[config.mk]
export PLATFORM = sky130hd
export DESIGN_NAME = mcu_el2_dccm_init_seq
export DESIGN_NICKNAME = d
export VERILOG_FILES = /design/src/rtl/mcu_el2_dccm_init_seq.sv
export SDC_FILE = /design/constraint.sdc
export NUM_CORES = 1
export LEC_CHECK = 0
export ABC_AREA = 1
export ABC_CLOCK_PERIOD_IN_PS = 3000
export CAP_MARGIN = 20
export CORE_AREA = 2 2 282 284
export DETAILED_ROUTE_END_ITERATION = 8
export DIE_AREA = 0 0 284 286
export PLACE_DENSITY_LB_ADDON = 0.08
export SYNTH_ARGS = -nofsm -noshare
export SYNTH_HDL_FRONTEND = slang
export SYNTH_SLANG_ARGS = --single-unit
export TNS_END_PERCENT = 30
[constraint.sdc]
create_clock -name clk -period 3 [get_ports clk]
set_input_delay 0.3 -clock clk [delete_from_list [all_inputs] [get_ports clk]]
set_output_delay 0.3 -clock clk [all_outputs]
set_load 0.05 [all_outputs]
[src/rtl/mcu_el2_dccm_init_seq.sv]
// DCCM init sequencer: passes core bank traffic to the SRAM macros and, after reset
// or on request, takes over the banks to write zero data with a fixed ECC pattern.
module mcu_el2_dccm_init_seq #(
  parameter int                  NUM_BANKS = 4,
  parameter int                  ADDR_W    = 10,
  parameter int                  DATA_W    = 32,
  parameter int                  ECC_W     = 7,
  parameter logic [ECC_W-1:0]    ZERO_ECC  = {ECC_W{1'b0}},
  parameter bit                  AUTO_INIT = 1'b1
) (
  input  logic                          clk,
  input  logic                          rst_l,
  input  logic                          init_req,
  output logic                          init_busy,
  output logic                          init_done,
  output logic                          blocked_err,
  input  logic [NUM_BANKS-1:0]          core_clken,
  input  logic [NUM_BANKS-1:0]          core_wren,
  input  logic [NUM_BANKS*ADDR_W-1:0]   core_addr,
  input  logic [NUM_BANKS*DATA_W-1:0]   core_wr_data,
  input  logic [NUM_BANKS*ECC_W-1:0]    core_wr_ecc,
  output logic [NUM_BANKS*DATA_W-1:0]   core_dout,
  output logic [NUM_BANKS*ECC_W-1:0]    core_ecc,
  output logic [NUM_BANKS-1:0]          mem_clken,
  output logic [NUM_BANKS-1:0]          mem_wren,
  output logic [NUM_BANKS*ADDR_W-1:0]   mem_addr,
  output logic [NUM_BANKS*DATA_W-1:0]   mem_wr_data,
  output logic [NUM_BANKS*ECC_W-1:0]    mem_wr_ecc,
  input  logic [NUM_BANKS*DATA_W-1:0]   mem_dout,
  input  logic [NUM_BANKS*ECC_W-1:0]    mem_ecc
);

  typedef enum logic [1:0] {IDLE, GUARD, SWEEP} state_t;

  localparam state_t            RESET_STATE = AUTO_INIT ? SWEEP : IDLE;
  localparam logic [ADDR_W-1:0] LAST_ADDR   = {ADDR_W{1'b1}};

  state_t            state;
  logic [ADDR_W-1:0] cnt;

  // GUARD gives a read issued in the last IDLE cycle time to return before the sweep.
  always_ff @(posedge clk or negedge rst_l) begin
    if (!rst_l) begin
      state       <= RESET_STATE;
      cnt         <= '0;
      init_busy   <= AUTO_INIT;
      init_done   <= 1'b0;
      blocked_err <= 1'b0;
    end else begin
      init_done <= 1'b0;
      if ((state != IDLE) && (|core_clken)) begin
        blocked_err <= 1'b1;
      end
      case (state)
        IDLE: begin
          if (init_req) begin
            state     <= GUARD;
            init_busy <= 1'b1;
          end
        end
        GUARD: begin
          state <= SWEEP;
          cnt   <= '0;
        end
        SWEEP: begin
          cnt <= cnt + ADDR_W'(1);
          if (cnt == LAST_ADDR) begin
            state     <= IDLE;
            init_busy <= 1'b0;
            init_done <= 1'b1;
          end
        end
        default: begin
          state     <= IDLE;
          init_busy <= 1'b0;
        end
      endcase
    end
  end

  // Bank mux is selected by state only, so init_req never reaches mem_* combinationally.
  always_comb begin
    mem_clken   = core_clken;
    mem_wren    = core_wren;
    mem_addr    = core_addr;
    mem_wr_data = core_wr_data;
    mem_wr_ecc  = core_wr_ecc;
    core_dout   = mem_dout;
    core_ecc    = mem_ecc;
    case (state)
      GUARD: begin
        mem_clken = '0;
        mem_wren  = '0;
      end
      SWEEP: begin
        mem_clken   = '1;
        mem_wren    = '1;
        mem_addr    = {NUM_BANKS{cnt}};
        mem_wr_data = '0;
        mem_wr_ecc  = {NUM_BANKS{ZERO_ECC}};
        core_dout   = '0;
        core_ecc    = '0;
      end
      default: ;
    endcase
  end

endmodule
==> impl_metrics.ini, run 1 <==
[outcome]
status = completed

[cells_and_area]
seq_area_um2 = 378
drive_gt1_share_pct = 11.9
final_common_cell = clkdlybuf4s50_1
nets = 1936
fin_util_pct = 16.1
multi_input_area_um2 = 1880
stdcell_count = 2618
fillerInstances = 9133
area_delta_synth_final_pct = 224
layout_common_cells = clkdlybuf4s50_1 (565), inv_1 (362), nor2_1 (317), buf_4 (118)

[clock_network]
cts_buffer_depth = 2
htreeDepth = 1
clk_pin_slew_ns = 0.05
cts_hold_buf = 0
cts_tree = done
post_cts_resize_count = 0
clock-root-buffer = clkbuf_16
clk_latency_ns = 0.26
postCtsSetupBuffers = 0
cts_made_buffers = 3
clock_sinks = 15

[floorplanning]
start_util_pct = 4.97
die_area_um2 = 81200
ios = 726
fp-row-count = 103
core-area_um2 = 78400
chipHeight_um = 286
die_w_um = 284

[drt]
ant_nets = 0
wl_per_cell_um = 14.6
remaining_drc_errors = 0
drt_pass1_iterations = 4
postRouteWirelength_um = 38200
drt-initial-drc-count = 168
num_vias = 7005
avgViaCountPerCell = 2.68

[global_routing]
grt_pass1_vias = 6804
grt_usage_pct = 8.78
grt_max_degree = 73
antenna_found_initial = 3
overflow = 0
grt_pass1_wl_um = 52100

[logic_synthesis]
synth-async-reset-ratio_pct = 100
yosysWarnings = 0
syn-num-nets = 1237
synth_edf_count = 0
ys_seq_area_share_pct = 9.71
synth_flop_cell = dfrtp_1
yosysTopAreaCell = inv_1
synth_seq_cells = 15
syn_area_um2 = 3890
netlist_instances = 868
synth.avg_cell_area_um2 = 4.48
synth_top_area_share_pct = 34.9
synth_cell_types = 27
synth.top_cells.by_area = inv_1 (35%), nor2_1 (31%), dfrtp_1 (8.4%)

[place]
dp_hpwl_um = 34500
portBuffers = 725
place_congestion = 0.830
dp_cells = 2612

[sta]
relSlewSlack_pct = 41.9
fmax_ghz = 0.369
fin_crit_ns = 2.71
finalMaxSlewViolations = 0
finalSetupTns_ns = 0
tightest_slew_ns = 0.869
final_hold_viol_count = 0
finClkSkew_ns = 0.00747
finalSetupViolations = 0
rsz0062_at_grt = no
final.period_utilization_pct = 90.3

[run]
drv_cap = 0

[setup_path]
timing_worst_setup_path_type = reg -> out
required_ns = 2.70
path_max_fanout = 72
setup.worst_path.start_class = flop
cp-end-kind = output port
arrival_ns = 2.41

[pwr]
p_leak_nw = 6.42
max-vdd-ir-drop_mv = 0.532
pwr_density_cell_nw_per_um2 = 789

[worst_hold_path]
hold_class = reg -> reg
==> synth_stat cells (3+ instances only) <==
cell	n
clkbuf_1	4
nand3_1	9
dfrtp_1	13
ha_1	6
nor2_1	317
inv_1	362
nand2_1	53
buf_4	30
o21ai_1	3
o21ai_0	42
buf_2	8
==> layout make-up <==
type                    count  share of cell area [%]
inverters                 364                    10.8
multi-input cells         447                    14.9
well taps                1050                    10.4
clock inverters             1                  0.0594
flip-flops and latches     15                    2.99
repair buffers            736                    60.2
diodes                      2                  0.0396
clock buffers               3                   0.594
==> worst max-delay path: stages, from the launching register on <==
cell and delay (ns):
dfrtp_1 0.41, inv_1 0.15, ha_4 0.34, buf_12 0.33, nor2_1 0.09, clkdlybuf4s50_1 0.77
==> metal layers <==
layer	wire length [µm]	GRT usage (%)	vias up
met5	0	0	-
met4	181	0.895	0
met3	2780	2.30	10
met2	23000	19.1	295
met1	12200	8.16	3024
li1	-	-	3676
==> path summary, 6_finish.rpt <==
path,startpoint,to,cells past startpoint,slack (ns)
min,init_busy,init_busy,2,0.46
min reg2reg,init_busy,init_busy,2,0.46
max reg2reg,state[0],cnt[7],8,0.75
max,state[0],core_dout[15],5,0.29
min in group asynchronous,rst_l,cnt[1],1,0.54
max in group asynchronous,rst_l,cnt[0],1,1.93
==> sequential cells by signal, indices dropped and copies added, names as in the netlist <==
register     flops
init_busy        1
init_done        1
state            2
blocked_err      1
cnt             10
==> through the flow <==
stage          setup slack [ns]  power, mW  cell area, µm²  hold slack [ns]
2_1_floorplan             0.577       5.99            3890          0.00441
3_3_place_gp              0.528       9.91           12500            0.453
3_5_place_dp              0.517       9.84           12500            0.454
4_1_cts                   0.222       10.2           12600            0.463
5_1_grt                   0.112       10.4           12600            0.487
6_report                  0.290       9.96           12600            0.460
==> power breakdown <==
part	internal (mW)	switching (mW)
logic	3.13	6.29
clock network	0.181	0.109
registers	0.236	0.0271
total	3.54	6.42
==> cells by family (layout without fill, tap and decap cells) <==
logic type | count (synthesis) | count (layout) | share of synthesized area [%]
DFF | 15 | 15 | 9.71
other | 0 | 2 | 0
xor gates and xnor gates | 1 | 1 | 0.225
buffers and inverters | 406 | 1104 | 42.3
AOI/OAI and AO/OA | 53 | 53 | 7.23
adders and majority gates | 6 | 6 | 1.93
and+or+nand+nor | 387 | 387 | 38.6
No activity file was read; power rests on OpenSTA's default activity.
==> run 2: changes to the inputs <==
==> config.mk (replaced) <==
export PLATFORM = sky130hd
export DESIGN_NAME = mcu_el2_dccm_init_seq
export DESIGN_NICKNAME = d
export VERILOG_FILES = /design/src/rtl/mcu_el2_dccm_init_seq.sv
export SDC_FILE = /design/constraint.sdc
export NUM_CORES = 1
export LEC_CHECK = 0
export ABC_AREA = 0
export ABC_CLOCK_PERIOD_IN_PS = 3000
export CAP_MARGIN = 20
export CORE_AREA = 2 2 285 287
export DETAILED_ROUTE_END_ITERATION = 8
export DIE_AREA = 0 0 287 289
export PLACE_DENSITY_LB_ADDON = 0.08
export SLEW_MARGIN = 20
export SYNTH_ARGS = -nofsm -noshare
export SYNTH_HDL_FRONTEND = slang
export SYNTH_SLANG_ARGS = --single-unit
export TNS_END_PERCENT = 10
==> run 2 against run 1 <==
Clock power is essentially flat. Critical path depth grew 1. Die area is 2.1% higher. Core utilization is 0.96 points lower. Clock-buffer cell count stayed put. Non-clock buffer count grew 2. Fmax is 1.4% lower. Global-route usage increased by 0.77 points. Total power rose by 4.1%. Routed wire length increased by 13%. Flip-flop and latch count is the same. Via count down 11%.
==> impl_metrics.ini, run 2 <==
[outcome]
status = completed

[clock_network]
cts_made_buffers = 3
clock-root-buffer = clkbuf_16
postCtsSetupBuffers = 0
post_cts_resize_count = 0
clock_sinks = 15
htreeDepth = 1
cts_buffer_depth = 2
clk_latency_ns = 0.26
cts_hold_buf = 0
clk_pin_slew_ns = 0.06
cts_tree = done

[pwr]
fin_total_pwr_mw = 10.4
max-vdd-ir-drop_mv = 0.328
pwr_density_cell_nw_per_um2 = 857
p_leak_nw = 4.74

[global_routing]
grt_usage_pct = 9.55
grt_max_degree = 80
grt_pass1_vias = 6266
grt_pass1_wl_um = 54500
antenna_found_initial = 21
overflow = 0

[cells_and_area]
largest_reg_flops = 10
top_register = cnt
reg_top3 = cnt x10, state x2
layout_common_cells = clkdlybuf4s50_1 (582), nor2b_1 (313), buf_4 (120), inv_1 (56), o21ai_0 (52)
final_common_cell = clkdlybuf4s50_1
stdcell_count = 2304
final_cell_area_um2 = 12100
drive_gt1_share_pct = 13.5
nets = 1611
area_delta_synth_final_pct = 255

[logic_synthesis]
synth_edf_count = 0
synth-xor-area-share_pct = 0
synth_commonest_cells = nor2b_1 (313), inv_1 (56), o21ai_0 (52)
synthMuxAreaShare_pct = 0.955
synth_cell_types = 30
synth_compound_area_share_pct = 11.0
netlist_instances = 543
ys_seq_area_share_pct = 11.1
yosysMostFrequentCell = nor2b_1
synth_seq_cells = 15
synth.top_cells.by_area = nor2b_1 (57%), dfrtp_1 (9.5%), o21ai_0 (7.6%)
synth_flop_cell = dfrtp_1
syn_area_um2 = 3410
syn-num-nets = 912
synth_top_family_by_area = simple AND/OR/NAND/NOR gates
yosysTopAreaCell = nor2b_1
synth_top_area_share_pct = 57.5
yosysWarnings = 0
synth.avg_cell_area_um2 = 6.27
synthAdderAreaFrac_pct = 2.20
synth-simple-area-share_pct = 63.6
synth-async-reset-ratio_pct = 100

[place]
dp_hpwl_um = 38800
dp_cells = 2297
portBuffers = 725
place_congestion = 0.833
placed_cell_area_um2 = 12000

[setup_path]
required_ns = 2.70
setup.worst_path.start_class = flop
worstSetupStartpoint = state[0]
critPathCapture = mem_wr_data[50]
reg2regPathDepth = 7
path_max_fanout = 43
cp-end-kind = output port
arrival_ns = 2.45
rrSetupSlack_ns = 0.82
r2r_end = cnt[9]
timing_worst_setup_path_type = reg -> out
r2r_start = state[0]

[run]
drv_cap = 0

[drt]
drt_pass1_iterations = 4
ant_nets = 0
avgViaCountPerCell = 2.71
wl_per_cell_um = 18.7
postRouteWirelength_um = 43200
drt-initial-drc-count = 140
remaining_drc_errors = 0
num_vias = 6250

[floorplanning]
fp-row-count = 104
die_w_um = 287
start_util_pct = 4.26
ios = 726
core-area_um2 = 79900
die_area_um2 = 82900
chipHeight_um = 289

[sta]
final.period_utilization_pct = 91.6
final_hold_viol_count = 0
relSlewSlack_pct = 54.2
rsz0062_at_grt = no
finalSetupTns_ns = 0
finalSetupViolations = 0
fin_crit_ns = 2.75
finalMaxSlewViolations = 0
fmax_ghz = 0.364
finClkSkew_ns = 0.00287
tightest_slew_ns = 0.684
timing.hold.ws_ns = 0.399

[worst_hold_path]
hold_class = in -> async
run 2: changes by cell type after synthesis, sizes merged, moves of 32 or more:
cell	delta
buf	-32
clkbuf	+34
inv	-308
nand2	-35
nor2	-319
nor2b	+313
run 2: per-stage QoR:
step	utilization, %	setup slack (ns)
after floorplan	-	0.497
after detailed placement	15.0	0.483
after CTS	15.1	0.184
after global placement	15.0	0.458
final	15.2	0.252
after global routing	15.1	0.0603
run 2: kinds of logic after synthesis:
group | count (synthesis)
buf+inv | 100
simple gates | 353
fa+ha+maj | 6
mux | 3
flops | 15
compound gates | 66
run 2: power breakdown:
part	switching, mW	total, mW	internal (mW)
registers	0.0279	0.267	0.239
clock network	0.111	0.290	0.179
logic	6.63	9.82	3.19
total	6.76	10.4	3.61
run 2: worst min-delay path by stage:
stage                     slack [ns]     endpoint        start
final                           0.40     state[0]        rst_l
after detailed placement        0.47  blocked_err  blocked_err
after global routing            0.47     state[0]        rst_l
after global placement          0.47  blocked_err  blocked_err
after floorplan                0.004  blocked_err        rst_l
after CTS                       0.43     state[0]        rst_l
run 2: area by class of cell:
| type | count | area (µm²) |
|---|---|---|
| antenna | 3 | 7.51 |
| clock buffer | 3 | 75.1 |
| clock inverter | 1 | 5.00 |
| fill | 9159 | 67800 |
| inverter | 56 | 210 |
| multi-input combinational | 428 | 2660 |
| sequential | 15 | 378 |
| tap | 1060 | 1330 |
| timing repair buffer | 738 | 7450 |
run 2: critical path, stage by stage (launching register included):
cell	delay, ns
dfrtp_1	0.39
inv_1	0.12
ha_4	0.21
buf_12	0.17
buf_12	0.22
nor2b_1	0.15
clkdlybuf4s50_1	0.85
run 2: metal layers:
| layer | share of wire [%] | routed length [µm] | global-route usage [%] |
|---|---|---|---|
| met5 | 0.35 | 151 | 0 |
| met4 | 0.85 | 369 | 1.09 |
| met1 | 33 | 14200 | 9.12 |
| met2 | 55 | 23700 | 19.1 |
| met3 | 11 | 4750 | 4.28 |
